[config.mk]
export PLATFORM = sky130hd
export DESIGN_NAME = jtag_ctap_ir_bank
export DESIGN_NICKNAME = d
export VERILOG_FILES = /design/src/rtl/jtag_ctap_ir_bank.sv
export SDC_FILE = /design/constraint.sdc
export NUM_CORES = 1
export LEC_CHECK = 0
export ABC_AREA = 1
export CORE_MARGIN = 4
export CORE_UTILIZATION = 49
export CTS_BUF_LIST = sky130_fd_sc_hd__clkbuf_4 sky130_fd_sc_hd__clkbuf_8 sky130_fd_sc_hd__clkbuf_16
export DETAILED_ROUTE_END_ITERATION = 6
export PLACE_DENSITY = 0.76
export SKIP_CTS_REPAIR_TIMING = 1
export SYNTH_ARGS = -nofsm -noshare
export SYNTH_HDL_FRONTEND = slang
export SYNTH_SLANG_ARGS = --single-unit
[constraint.sdc]
create_clock -name clk -period 1.72 [get_ports clk]
set_clock_uncertainty 0.1 [all_clocks]
set_input_delay 0.258 -clock clk [delete_from_list [all_inputs] [get_ports clk]]
set_output_delay 0.258 -clock clk [all_outputs]
set_load 0.03 [all_outputs]
[src/rtl/jtag_ctap_ir_bank.sv]
// Multi-channel JTAG instruction register bank: one shared capture/shift register
// committed to a latched channel on a guarded update. Optional JTAG_CTAP_LOCK_EN adds sticky per-channel locks.
module jtag_ctap_ir_bank #(
    parameter int IR_W = 5,
    parameter int NCH = 4,
    parameter logic [IR_W-1:0] RST_INST = '1,
    localparam int CH_W = (NCH > 1) ? $clog2(NCH) : 1
) (
    input  logic                     clk,
    input  logic                     rst,
    input  logic [CH_W-1:0]          ch_sel,
    input  logic                     capture_en,
    input  logic                     shift_en,
    input  logic                     update_en,
    input  logic                     addr_wr_en,
    input  logic                     tdi,
    output logic                     tdo,
    output logic [NCH*IR_W-1:0]      inst_out,
    output logic [NCH-1:0]           inst_wr_en,
    output logic                     upd_err
);
    localparam int CNT_W = $clog2(IR_W + 2);
    localparam logic [IR_W-1:0] CAP_PAT = IR_W'(1);

    typedef enum logic [1:0] {IDLE, SHIFT, UPD} state_t;

    state_t                     state, state_nx;
    logic [IR_W-1:0]            sr;
    logic [CNT_W-1:0]           cnt;
    logic [CH_W-1:0]            ch_q;
    logic [NCH-1:0][IR_W-1:0]   inst_q;
    logic                       do_upd, do_cap, do_shift;
    logic                       ch_ok, locked, commit, reject;

    // update_en masks the other strobes even when it is itself ignored
    assign do_upd   = update_en && (state == SHIFT);
    assign do_cap   = !update_en && capture_en;
    assign do_shift = !update_en && !capture_en && shift_en && (state == SHIFT);

    assign ch_ok  = int'(ch_q) < NCH;

`ifdef JTAG_CTAP_LOCK_EN
    logic [NCH-1:0] lock;
    assign locked = ch_ok ? lock[ch_q] : 1'b0;
`else
    assign locked = 1'b0;
`endif

    assign commit = (state == UPD) && addr_wr_en && (int'(cnt) == IR_W) && ch_ok && !locked;
    assign reject = (state == UPD) && !commit;

    always_ff @(posedge clk or posedge rst) begin
        if (rst) state <= IDLE;
        else     state <= state_nx;
    end

    always_comb begin
        state_nx = state;
        if (state == UPD) state_nx = IDLE;
        if (do_upd)       state_nx = UPD;
        else if (do_cap)  state_nx = SHIFT;
    end

    always_ff @(posedge clk or posedge rst) begin
        if (rst) begin
            sr      <= '0;
            cnt     <= '0;
            ch_q    <= '0;
            tdo     <= 1'b0;
            upd_err <= 1'b0;
        end else begin
            upd_err <= reject;
            if (do_cap) begin
                sr   <= CAP_PAT;
                cnt  <= '0;
                ch_q <= ch_sel;
            end else if (do_shift) begin
                sr  <= {tdi, sr[IR_W-1:1]};
                tdo <= sr[0];
                if (int'(cnt) < IR_W + 1) cnt <= cnt + 1'b1;
            end
        end
    end

    for (genvar i = 0; i < NCH; i++) begin : g_ch
        logic wr;
        assign wr = commit && (ch_q == CH_W'(i));

        always_ff @(posedge clk or posedge rst) begin
            if (rst) begin
                inst_q[i]     <= RST_INST;
                inst_wr_en[i] <= 1'b0;
            end else begin
                inst_wr_en[i] <= wr;
                if (wr) inst_q[i] <= sr;
            end
        end

`ifdef JTAG_CTAP_LOCK_EN
        // an all-zeros instruction freezes the channel until reset
        always_ff @(posedge clk or posedge rst) begin
            if (rst)                  lock[i] <= 1'b0;
            else if (wr && sr == '0)  lock[i] <= 1'b1;
        end
`endif
    end

    assign inst_out = inst_q;

endmodule

==> results of run 1 <==
[cell type report]
class / instances / share of cell area, %
Timing Repair Buffer: 39 / 22.0
Clock buffer: 8 / 3.20
Tap cell: 44 / 2.66
Sequential cell: 38 / 47.1
Multi-Input combinational cell: 90 / 21.4
Inverter: 20 / 3.63
[power by group through the flow]
stage	sequential, µW	clock [µW]	combinational, µW
2_1_floorplan	1090	0	155
3_3_place_gp	1050	0	302
3_5_place_dp	1050	0	314
4_1_cts	1040	525	316
5_1_grt	1050	575	354
6_report	1040	510	308
[stage by stage]
stage	util (%)	total power, µW	hold WS (ps)	std cells	instance area [µm²]
final	68.4	1860	148	239	2070
after global routing	68.4	1980	168	239	2070
after CTS	66.2	1880	157	239	2010
after detailed placement	64.0	1370	361	231	1940
after global placement	64.0	1350	359	231	1940
after floorplan	-	1240	279	152	1540
[logic make-up after synthesis]
logic type,synth area share (%)
DFF,63.4
buffers and inverters,7.80
adders and majority gates,1.63
AOI/OAI and AO/OA,10.6
and+or+nand+nor,16.5
[worst max-delay path by stage]
| stage | slack [ps] | endpoint | cells after the start | startpoint |
|---|---|---|---|---|
| 6_report | 180 | inst_out[5] | 1 | inst_out[5] |
| 5_1_grt | 80 | inst_out[8] | 8 | cnt[1] |
| 4_1_cts | -230 | inst_out[14] | 1 | inst_out[14] |
| 3_5_place_dp | 40 | cnt[0] | 7 | update_en |
| 3_3_place_gp | 120 | cnt[1] | 7 | update_en |
| 2_1_floorplan | 400 | inst_out[13] | 8 | cnt[1] |
[routing by layer]
layer | share of wire, % | track usage [%] | vias up
li1 | - | - | 570
met1 | 44 | 21.2 | 543
met4 | 1.4 | 5.66 | 0
met5 | 0 | 0 | -
met2 | 50 | 28.8 | 29
met3 | 4.7 | 5.80 | 5
[synthesized netlist by cell type]
cell type	n	area share [%]
buf_6	4	2.9
nor2_1	5	1.2
inv_1	19	4.6
nand3_2	2	1.3
ha_1	2	1.6
nand3_1	10	3.3
nand2_1	38	9.3
nor3_1	1	0.32
o21ai_0	7	2.3
o22ai_1	2	0.81
o21ai_1	17	5.5
dfstp_2	20	34
nand2_2	1	0.41
o21ai_2	3	1.7
nor2_4	1	0.73
a21oi_1	1	0.32
inv_2	1	0.24
dfrtp_1	18	29
[sequential cells by signal (all words and copies together) (netlist names)]
signal	flops
ch_q	2
cnt	3
inst_out	20
inst_wr_en	4
sr	5
state	2
tdo	1
upd_err	1
==> flow_summary.ini, run 1 <==
[status]
outcome = finished clean

[critical_path]
cp_num_buf_inv = 1
cp_top_family = flip-flops
timing.rr.start = cnt[1]
rr_worst_depth = 7
slowest_stage = dfstp_2
ff2ff_setup_slack_ps = 180
crit_path_cell_trace = dlymetal6s2s_1
cp.required_ps = 1360
path_max_fanout = 2
crit_type = reg -> out
cp_slowest_stage_delay_ps = 560
cp.arrival_ps = 1180
r2r_end = inst_out[7]
setup.worst_path.start_class = register
cp-end-kind = output port

[sta]
setup_ws_ps = 178
max-slew-margin-rel_pct = 77.5
rsz0062_at_grt = no
drv_slew = 0
tightest_slew_ps = 337
setup-tns-final_ps = 0
setup_violations = 0
period_minus_slack_ps = 1540
fmax_mhz = 649
timing.final.crit_share_pct = 89.6
hold_violations = 0

[clocking]
cts.htree.levels = 2
cts_tree = yes
clock_latency_ps = 340
cts_sinks = 38
cts-root-buf = clkbuf_4
numCtsBuffers = 5
clk_pin_slew_worst_paths_ps = 110
cts_buffer_depth = 2

[global_route]
grt_max_degree = 39
antenna_found_initial = 0
grt_use_total_pct = 17.4
grt_pass1_wl_um = 5460
grt_pass1_vias = 1158
overflow = 0

[drt]
vias = 1147
finalWirelength_um = 3230
first_pass_iters = 4
drtIter0Drc = 58
antenna_left = 0
vias_per_cell = 4.80
wl_per_cell_um = 13.5
drc = 0

[min_path]
min_path_type = in -> async

[synthesis]
synth-seq-cells = 38
ys_types = 18
synth_nets = 163
synthCells = 152
postSynthAreaPerCell_um2 = 10.1
synth_area_um2 = 1540
yosysWarnings = 0
yosysSeqAreaShare_pct = 63.4

[floorplanning]
fp.dieH_um = 64.0
core_um2 = 3030
dieArea_um2 = 4100
start_util_pct = 50.8
ios = 35
dieWidth_um = 64.0
rows = 20

[power]
p_int_uw = 1330
powerDensity_nw_per_um2 = 897
p_sw_uw = 527
comb_power_share_pct = 16.6
clkPwrFrac_pct = 27.4
seq_power_share_pct = 56.0
p_sw_share_pct = 28.3
p_leak_uw = 0.00135
vdd_drop_max_mv = 0.572

[layout]
fin_nets = 205
final_common_cell = nand2_1
area_delta_synth_final_pct = 34.6
diodes = 0
mostFrequentLayoutCells = nand2_1, dlymetal6s2s_1, dfstp_2
drive_above_1_share_pct = 21.0
nFillCells = 234
multi_input_area_um2 = 443
seqCellArea_um2 = 976

[flow_run]
maxCapViolCount = 0

[place]
post-place-ws_ps = 44.0
place.detailed.hpwl_um = 2210
portBuffers = 34
gp_congestion = 0.774
Note: power is estimated with default switching activity, not from simulation.
==> inputs of run 2 (changes only) <==
CORE_ASPECT_RATIO = 0.8   (was default)
CORE_UTILIZATION = 47   (was 49)
PLACE_DENSITY = 0.74   (was 0.76)
==> flow_summary.ini, run 2 (synthesis results as in run 1) <==
[flow_run]
maxCapViolCount = 0

[layout]
final_common_cell = nand2_1
final_cells = 232
largest_reg_flops = 20
area_delta_synth_final_pct = 33.7
nFillCells = 260
diodes = 0
fin_nets = 202
mostFrequentLayoutCells = nand2_1, dfstp_2, dlymetal6s2s_1
drive_above_1_share_pct = 19.8

[sta]
tightest_slew_ps = 403
fmax_mhz = 596
period_minus_slack_ps = 1680
setup_ws_ps = 40.9
whs_ps = 218
drv_slew = 0
hold_violations = 0
max-slew-margin-rel_pct = 73.0
timing.final.crit_share_pct = 97.6
setup_violations = 0
rsz0062_at_grt = yes

[place]
gp_congestion = 0.741
dp.cells = 224
portBuffers = 34
place.detailed.hpwl_um = 2250
post-place-ws_ps = -2.81

[clocking]
cts.htree.levels = 2
cts_tree = yes
cts_buffer_depth = 2
clock_latency_ps = 290
cts_sinks = 38
cts-root-buf = clkbuf_8
numCtsBuffers = 5
clk_pin_slew_worst_paths_ps = 70

[drt]
antenna_left = 0
vias_per_cell = 4.94
vias = 1147
first_pass_iters = 4
wl_per_cell_um = 13.1
drtIter0Drc = 31
drc = 0
finalWirelength_um = 3050

[global_route]
grt_use_total_pct = 16.2
grt_max_degree = 39
grt_pass1_wl_um = 5170
grt_pass1_vias = 1127
antenna_found_initial = 0
overflow = 0

[critical_path]
cp.arrival_ps = 1320
cp_slowest_stage_delay_ps = 680
slowest_stage = clkdlybuf4s50_1
path_max_fanout = 2
cp_num_buf_inv = 1
crit_type = reg -> out
crit_path_cell_trace = clkdlybuf4s50_1
cp_top_family = buffers and inverters
cp.required_ps = 1360
setup.worst_path.start_class = register
cp-end-kind = output port

[min_path]
min_path_type = in -> async

[floorplanning]
fp.dieH_um = 59.2
dieArea_um2 = 4260
dieWidth_um = 72.0
core_um2 = 3110
ios = 35
rows = 18
start_util_pct = 49.5

[status]
outcome = finished clean

[power]
powerDensity_nw_per_um2 = 966
p_leak_uw = 0.00125
power_uw = 1990
vdd_drop_max_mv = 0.605
run 2: final timing paths:
path,startpoint,end,slack [ps],cells past startpoint
setup / recovery,tdo,tdo,40,1
hold / removal,rst,ch_q[1],220,3
setup reg to reg,cnt[1],inst_out[7],100,6
hold reg to reg,inst_out[10],inst_out[10],370,2
max in group asynchronous,rst,inst_out[4],1050,3
min in group clk,inst_out[10],inst_out[10],370,2
run 2: through the flow:
step,TNS (ps),utilization [%],instance area [µm²]
floorplan,0,-,1540
global placement,0,61.5,1910
finish,0,66.2,2060
CTS,-2710,64.6,2010
global route,-229,66.2,2060
detailed placement,-2.81,61.5,1910
run 2: layout make-up:
cell class | instances | area [µm²] | area share (%)
clock buffer | 7 | 90.1 | 4.38
clock inverter | 1 | 5.00 | 0.243
timing repair buffer | 36 | 418 | 20.3
multi-input combinational | 90 | 443 | 21.5
tap | 40 | 50.0 | 2.43
inverter | 20 | 75.1 | 3.65
sequential | 38 | 976 | 47.4
run 2: power breakdown:
group | internal, µW | switching [µW]
Combinational | 126 | 186
Sequential | 975 | 64.3
Clock | 339 | 297
run 2: metal layers:
layer / vias up / part of all wire [%] / track usage, %
li1: 560 / - / -
met1: 555 / 47 / 20.0
met2: 25 / 46 / 26.6
met3: 7 / 5.0 / 4.07
met4: 0 / 2.1 / 8.04
met5: - / 0 / 0
